**src/rtl/p2s_pkg.sv**
```systemverilog
// Shared types and elaboration-time helpers for the parallel2serial_mc converter.
package p2s_pkg;

  localparam int unsigned P2S_STATE_W = 2;

  typedef enum logic [P2S_STATE_W-1:0] {
    S_IDLE  = 2'd0,
    S_CLEAR = 2'd1,
    S_WORK  = 2'd2,
    S_DONE  = 2'd3
  } state_t;

  // Bits needed to index n items; never less than one so counters stay declarable.
  function automatic int unsigned p2s_clog2(input int unsigned n);
    int unsigned w;
    w = 1;
    while ((32'd1 << w) < n) w = w + 1;
    return w;
  endfunction

  // Main-clock cycles per s_clk half period.
  function automatic int unsigned p2s_half_cycles(input int unsigned p_freq,
                                                  input int unsigned s_freq);
    return 1 + (p_freq - 1) / s_freq / 2;
  endfunction

endpackage

```
**src/rtl/p2s_frame_fifo.sv**
```systemverilog
// Synchronous frame FIFO; read data is the head entry, valid in the same cycle as pop.
module p2s_frame_fifo
  import p2s_pkg::*;
#(
  parameter int unsigned WIDTH = 64,
  parameter int unsigned DEPTH = 4
) (
  input  logic                       clk,
  input  logic                       rst,
  input  logic                       i_push,
  input  logic [WIDTH-1:0]           i_wdata,
  input  logic                       i_pop,
  output logic [WIDTH-1:0]           o_rdata,
  output logic                       o_full,
  output logic                       o_empty,
  output logic [p2s_clog2(DEPTH):0]  o_level
);

  localparam int unsigned PTR_W = p2s_clog2(DEPTH);
  localparam int unsigned LVL_W = PTR_W + 1;

  logic [WIDTH-1:0] r_mem [DEPTH];
  logic [PTR_W-1:0] r_wptr;
  logic [PTR_W-1:0] r_rptr;
  logic [LVL_W-1:0] r_count;
  logic             r_full;
  logic             r_empty;

  logic             w_push;
  logic             w_pop;
  logic [LVL_W-1:0] w_count_nxt;

  assign w_push      = i_push & ~r_full;
  assign w_pop       = i_pop & ~r_empty;
  assign w_count_nxt = r_count + LVL_W'(w_push) - LVL_W'(w_pop);

  // Pointers wrap naturally because DEPTH is a power of two.
  always_ff @(posedge clk) begin
    if (rst) begin
      r_wptr  <= '0;
      r_rptr  <= '0;
      r_count <= '0;
      r_full  <= 1'b0;
      r_empty <= 1'b1;
    end else begin
      if (w_push) r_wptr <= r_wptr + PTR_W'(1);
      if (w_pop)  r_rptr <= r_rptr + PTR_W'(1);
      r_count <= w_count_nxt;
      r_full  <= (w_count_nxt == LVL_W'(DEPTH));
      r_empty <= (w_count_nxt == '0);
    end
  end

  always_ff @(posedge clk) begin
    if (w_push) r_mem[r_wptr] <= i_wdata;
  end

  assign o_rdata = r_mem[r_rptr];
  assign o_full  = r_full;
  assign o_empty = r_empty;
  assign o_level = r_count;

endmodule

```
**src/rtl/parallel2serial_mc.sv**
```systemverilog
// Multi-channel parallel-to-serial converter: frame FIFO feeding lanes that share s_clk/s_clr.
// Define P2S_LATCH_EN to stretch DONE to one s_clk period with an s_latch strobe.
module parallel2serial_mc
  import p2s_pkg::*;
#(
  parameter int unsigned P_CLK_FREQ  = 100,
  parameter int unsigned S_CLK_FREQ  = 10,
  parameter int unsigned DATA_BITS   = 32,
  parameter int unsigned CHANNELS    = 2,
  parameter int unsigned FIFO_DEPTH  = 4,
  parameter int unsigned CODE_ENDIAN = 0
) (
  input  logic                              clk,
  input  logic                              rst,
  input  logic [CHANNELS*DATA_BITS-1:0]     in_data,
  input  logic                              in_valid,
  output logic                              in_ready,
  output logic [p2s_clog2(FIFO_DEPTH):0]    level,
  output logic                              busy,
  output logic                              finish,
  output logic                              s_clk,
  output logic                              s_clr,
  output logic [CHANNELS-1:0]               s_dat,
  output logic                              s_latch
);

  localparam int unsigned HC      = p2s_half_cycles(P_CLK_FREQ, S_CLK_FREQ);
  localparam int unsigned DIV_W   = p2s_clog2(HC);
  localparam int unsigned BIT_W   = p2s_clog2(DATA_BITS);
  localparam int unsigned DCNT_W  = p2s_clog2(2 * HC);
  localparam int unsigned FRAME_W = CHANNELS * DATA_BITS;
  localparam int unsigned BUF_W   = DATA_BITS + 1;
`ifdef P2S_LATCH_EN
  localparam int unsigned DONE_LEN = 2 * HC;
  localparam bit          LATCH_ON = 1'b1;
`else
  localparam int unsigned DONE_LEN = 1;
  localparam bit          LATCH_ON = 1'b0;
`endif

  state_t              r_state;
  state_t              w_state_nxt;
  logic [DIV_W-1:0]    r_div;
  logic [DIV_W-1:0]    w_div_nxt;
  logic [DIV_W-1:0]    w_div_run;
  logic                r_sclk;
  logic                w_sclk_nxt;
  logic                w_sclk_run;
  logic [BIT_W-1:0]    r_bit;
  logic [BIT_W-1:0]    w_bit_nxt;
  logic [DCNT_W-1:0]   r_dcnt;
  logic [DCNT_W-1:0]   w_dcnt_nxt;
  logic                r_clr;
  logic                r_busy;
  logic                r_finish;
  logic                r_latch;
  logic                w_clr_nxt;
  logic                w_busy_nxt;
  logic                w_finish_nxt;
  logic                w_latch_nxt;

  logic                w_div_wrap;
  logic                w_fall;
  logic                w_pop;
  logic                w_load_clear;
  logic                w_load_work;
  logic                w_shift;

  logic                w_push;
  logic                w_full;
  logic                w_empty;
  logic [FRAME_W-1:0]  w_fifo_rdata;
  logic [DATA_BITS-1:0] w_lane_ord [CHANNELS];
  logic [BUF_W-1:0]    r_buf [CHANNELS];

  assign w_push   = in_valid & ~w_full;
  assign in_ready = ~w_full;

  p2s_frame_fifo #(
    .WIDTH (FRAME_W),
    .DEPTH (FIFO_DEPTH)
  ) u_fifo (
    .clk     (clk),
    .rst     (rst),
    .i_push  (w_push),
    .i_wdata (in_data),
    .i_pop   (w_pop),
    .o_rdata (w_fifo_rdata),
    .o_full  (w_full),
    .o_empty (w_empty),
    .o_level (level)
  );

  // Free-running divider step used while the serial clock is active.
  assign w_div_wrap = (r_div == DIV_W'(HC - 1));
  assign w_fall     = w_div_wrap & r_sclk;
  assign w_div_run  = w_div_wrap ? '0 : r_div + DIV_W'(1);
  assign w_sclk_run = w_div_wrap ? ~r_sclk : r_sclk;

  always_ff @(posedge clk) begin
    if (rst) begin
      r_state  <= S_IDLE;
      r_div    <= '0;
      r_sclk   <= 1'b0;
      r_bit    <= '0;
      r_dcnt   <= '0;
      r_clr    <= 1'b0;
      r_busy   <= 1'b0;
      r_finish <= 1'b0;
      r_latch  <= 1'b0;
    end else begin
      r_state  <= w_state_nxt;
      r_div    <= w_div_nxt;
      r_sclk   <= w_sclk_nxt;
      r_bit    <= w_bit_nxt;
      r_dcnt   <= w_dcnt_nxt;
      r_clr    <= w_clr_nxt;
      r_busy   <= w_busy_nxt;
      r_finish <= w_finish_nxt;
      r_latch  <= w_latch_nxt;
    end
  end

  // Next state plus the next value of every registered output.
  always_comb begin
    w_state_nxt  = r_state;
    w_div_nxt    = '0;
    w_sclk_nxt   = 1'b0;
    w_bit_nxt    = r_bit;
    w_dcnt_nxt   = '0;
    w_pop        = 1'b0;
    w_load_clear = 1'b0;
    w_load_work  = 1'b0;
    w_shift      = 1'b0;

    case (r_state)
      S_IDLE: begin
        if (!w_empty) begin
          w_pop        = 1'b1;
          w_load_clear = 1'b1;
          w_state_nxt  = S_CLEAR;
        end
      end
      S_CLEAR: begin
        w_div_nxt  = w_div_run;
        w_sclk_nxt = w_sclk_run;
        if (w_fall) begin
          w_shift     = 1'b1;
          w_bit_nxt   = '0;
          w_state_nxt = S_WORK;
        end
      end
      S_WORK: begin
        w_div_nxt  = w_div_run;
        w_sclk_nxt = w_sclk_run;
        if (w_fall) begin
          w_shift = 1'b1;
          if (r_bit == BIT_W'(DATA_BITS - 1)) begin
            w_state_nxt = S_DONE;
          end else begin
            w_bit_nxt = r_bit + BIT_W'(1);
          end
        end
      end
      S_DONE: begin
        if (r_dcnt == DCNT_W'(DONE_LEN - 1)) begin
          if (!w_empty) begin
            w_pop       = 1'b1;
            w_load_work = 1'b1;
            w_bit_nxt   = '0;
            w_state_nxt = S_WORK;
          end else begin
            w_state_nxt = S_IDLE;
          end
        end else begin
          w_dcnt_nxt = r_dcnt + DCNT_W'(1);
        end
      end
      default: w_state_nxt = S_IDLE;
    endcase

    w_clr_nxt    = (w_state_nxt == S_CLEAR);
    w_busy_nxt   = (w_state_nxt != S_IDLE);
    w_finish_nxt = (w_state_nxt == S_DONE) && (w_dcnt_nxt == DCNT_W'(DONE_LEN - 1));
    w_latch_nxt  = LATCH_ON && (w_state_nxt == S_DONE) && (w_dcnt_nxt < DCNT_W'(HC));
  end

  // Lane extraction with optional bit reversal so the buffer always shifts toward bit 0.
  always_comb begin
    for (int c = 0; c < int'(CHANNELS); c++) begin
      for (int b = 0; b < int'(DATA_BITS); b++) begin
        if (CODE_ENDIAN != 0) begin
          w_lane_ord[c][b] = w_fifo_rdata[c*int'(DATA_BITS) + int'(DATA_BITS) - 1 - b];
        end else begin
          w_lane_ord[c][b] = w_fifo_rdata[c*int'(DATA_BITS) + b];
        end
      end
    end
  end

  // A load from IDLE parks a zero in bit 0 so s_dat stays low through CLEAR.
  always_ff @(posedge clk) begin
    for (int c = 0; c < int'(CHANNELS); c++) begin
      if (rst) begin
        r_buf[c] <= '0;
      end else if (w_load_clear) begin
        r_buf[c] <= {w_lane_ord[c], 1'b0};
      end else if (w_load_work) begin
        r_buf[c] <= {1'b0, w_lane_ord[c]};
      end else if (w_shift) begin
        r_buf[c] <= {1'b0, r_buf[c][BUF_W-1:1]};
      end
    end
  end

  always_comb begin
    s_dat = '0;
    for (int c = 0; c < int'(CHANNELS); c++) s_dat[c] = r_buf[c][0];
  end

  assign s_clk   = r_sclk;
  assign s_clr   = r_clr;
  assign busy    = r_busy;
  assign finish  = r_finish;
  assign s_latch = r_latch;

endmodule
```
**config.mk**
```make
export PLATFORM = sky130hd
export DESIGN_NAME = parallel2serial_mc
export DESIGN_NICKNAME = d
export VERILOG_FILES = /design/src/rtl/p2s_pkg.sv /design/src/rtl/p2s_frame_fifo.sv /design/src/rtl/parallel2serial_mc.sv
export SDC_FILE = /design/constraint.sdc
export NUM_CORES = 1
export LEC_CHECK = 0
export ABC_AREA = 0
export CAP_MARGIN = 20
export CORE_ASPECT_RATIO = 1.1
export CORE_MARGIN = 8
export CORE_UTILIZATION = 55
export DETAILED_ROUTE_END_ITERATION = 16
export PLACE_DENSITY_LB_ADDON = 0.25
export SLEW_MARGIN = 20
export SYNTH_ARGS = -nofsm -noshare
export SYNTH_HDL_FRONTEND = slang
export SYNTH_SLANG_ARGS = --single-unit
```
**constraint.sdc**
```tcl
create_clock -name clk -period 8.79 [get_ports clk]
set_input_delay 1.758 -clock clk [delete_from_list [all_inputs] [get_ports clk]]
set_output_delay 1.758 -clock clk [all_outputs]
set_load 0.05 [all_outputs]
```
==> reports/results.ini <==
[run_status]
outcome=finished clean

[setup_path]
crit_type=in -> reg
r2r_end=u_fifo.o_full
worstSetupEndpointType=register
arrival_ns=4.37
rr_startpoint=r_state[1]
r2r_cells=11
crit_path_top_delay_cell=clkdlybuf4s50_1
required_ns=8.94
crit_path_max_incr_delay_ns=0.83
r2r_slack_ns=5.72
cp_max_fo=66
cp_top_family=buffers and inverters
start_kind=primary input
crit_path_frequent_cell=buf_4
critPathBufInv=3
path_cells=clkdlybuf4s50_1, nand2b_1, nor3_2, buf_4, or3_1, buf_4

[cells_and_area]
n_fill_cell=1658
drive_gt1_share_pct=23.2
num_antenna_cells=0
syn_to_final_growth_pct=15.0
finalNetCount=891

[place]
portBuffers=76
place_congestion=0.746
dp_hpwl_um=13800

[floorplan]
fp.dieArea_sq_um=30800
initial_core_util_pct=55.6
die_h_um=183
die_w_um=168
num_rows=61
core_area_sq_um=25100
boundaryPins=78

[sta]
fin_crit_ns=4.22
finalSetupViolCount=0
max_freq_mhz=237
slew_headroom_pct=31.9
whs_ns=0.468
worst_pin_slew_ns=1.02
maxSlewViolCount=0
finalHoldViolations=0
setup-tns-final_ns=0
clock_skew_ns=0.0112
min_period_over_period_pct=48.0
rsz0062_at_grt=false

[routing]
detail_route.wl_per_cell_um=21.3
wl_um=24500
drt_iter0_markers=431
drc=0
drtPass1Iterations=5
vias=6883
postRouteAntennaNets=0
vias_per_cell=6.00

[global_routing]
overflow=0
gr-usage-met2_pct=27.9
grt_usage_pct=16.1
grt_pass1_wl_um=39400
grt_use_met3_pct=3.81
antenna_found_initial=0
grt_max_degree=67
first_global_vias=7380
gr-max-usage-layer=met2
grtUsageMet1_pct=19.9

[synth]
ys_seq_elements=351
synth_ff_type=edfxtp_1
ys_types=52
avgSynthCellArea_sq_um=19.3
synthTopCellsByArea=edfxtp_1 69%, mux4_2 10%, dfxtp_1 4.2%, a22o_1 2.9%, a21o_2 2.6%
yosys.area.top_type_share_pct=69.2
synth_edf_count=322
synthTopCellsByCount=322 x edfxtp_1, 64 x mux4_2, 47 x a22o_1, 42 x a21o_2, 29 x dfxtp_1
synth_warnings=0
synth.largest_area_cell=edfxtp_1
synth_most_common_cell=edfxtp_1
syn_inst=722
async_flop_share_pct=0
seq_area_frac_synth_pct=73.4
synth_fp_nets=807
netlist_area_sq_um=14000

[job]
max_cap_violations=0

[clock_network]
cts.path.max_buffers=3
cts_root_buf=clkbuf_16
path_clk_slew_ns=0.06
clock_sinks=351
numCtsBuffers=35
post_cts_buffers=0
cts_hold_buf=0
cts_htree_levels=2
clock_latency_ns=0.50
cts_resized=0
cts_tree=yes

[pwr]
peakVddDrop_mv=0.168
p_per_area_nw_per_um2=283
leakage_uw=0.00569

[hold_path]
min_path_type=reg -> reg
min_to=r_div[0]
whs_path_depth=1
min_from=r_div[0]

[logic make-up after synthesis]
logic type,after synthesis,share of synthesized area (%)
AOI/OAI and AO/OA,151,9.12
xor gates and xnor gates,7,0.439
adders and majority gates,18,1.67
buffers and inverters,63,2.22
DFF,351,73.4
muxes,66,10.5
other,1,0.0268
and+or+nand+nor,65,2.69
[report_power, final]
| group | switching [uW] | internal [uW] | leakage [uW] |
|---|---|---|---|
| Sequential | 99.0 | 2140 | 0.00330 |
| Clock | 588 | 799 | 0.000523 |
| Combinational | 507 | 420 | 0.00187 |
[state kept, by name (all words and copies together), names as in the netlist, named ones only]
signal,flops
s_clk,1
r_bit,5
r_buf,66
u_fifo.o_empty,1
r_dcnt,4
r_state,2
u_fifo.r_mem,256
s_clr,1
u_fifo.o_full,1
u_fifo.r_wptr,2
busy,1
finish,1
u_fifo.r_rptr,2
u_fifo.o_level,3
r_div,3
[metal layers]
layer	wire length, um	vias up
met2	12500	189
met3	1320	40
met5	0	-
met1	10200	3545
li1	-	3109
met4	426	0
[per-stage QoR]
| step | cells | power (uW) | worst slack (ns) | area, sq um | utilization (%) |
|---|---|---|---|---|---|
| after global placement | 1084 | 3170 | 4.18 | 15000 | 59.7 |
| final | 1147 | 4550 | 4.57 | 16100 | 64.0 |
| after global routing | 1147 | 4770 | 4.40 | 16100 | 64.0 |
| after detailed placement | 1084 | 3210 | 4.06 | 15000 | 59.7 |
| after CTS | 1147 | 4600 | 4.57 | 16100 | 64.0 |
| after floorplan | 722 | 2940 | 4.71 | 14000 | - |
[final cells by class]
class / instances / area, sq um / area share (%)
Clock inverter: 17 / 104 / 0.646
Clock buffer: 46 / 960 / 5.97
Inverter: 23 / 86.3 / 0.537
Timing Repair Buffer: 87 / 843 / 5.25
Multi-Input combinational cell: 308 / 3420 / 21.3
Tap cell: 315 / 394 / 2.45
Sequential cell: 351 / 10300 / 63.8
[layout by cell type (no fill, tap or decap), types with 4 or more instances in the layout]
cell	n
xnor2_1	5
nand2_1	4
dfxtp_1	27
ha_1	17
inv_1	23
clkdlybuf4s50_1	76
clkbuf_1	9
a21o_1	20
nor2_1	19
nand2b_1	7
and2_2	4
clkbuf_16	37
clkinv_2	8
a21o_2	42
nand3_1	5
clkinv_1	7
buf_4	11
a22o_2	17
a22o_1	47
edfxtp_1	322
a21oi_1	8
mux4_2	64
[worst max path at each step]
| stage | from | to | slack (ns) | cells after the start |
|---|---|---|---|---|
| 2_1_floorplan | in_valid | u_fifo.r_mem[0][0] | 4.71 | 3 |
| 3_3_place_gp | rst | r_buf[0][3] | 4.18 | 6 |
| 3_5_place_dp | rst | r_buf[0][10] | 4.06 | 6 |
| 4_1_cts | rst | r_buf[0][0] | 4.57 | 6 |
| 5_1_grt | rst | r_buf[0][0] | 4.40 | 6 |
| 6_report | rst | r_buf[0][0] | 4.57 | 6 |
No activity file was read; power rests on OpenSTA's default activity.
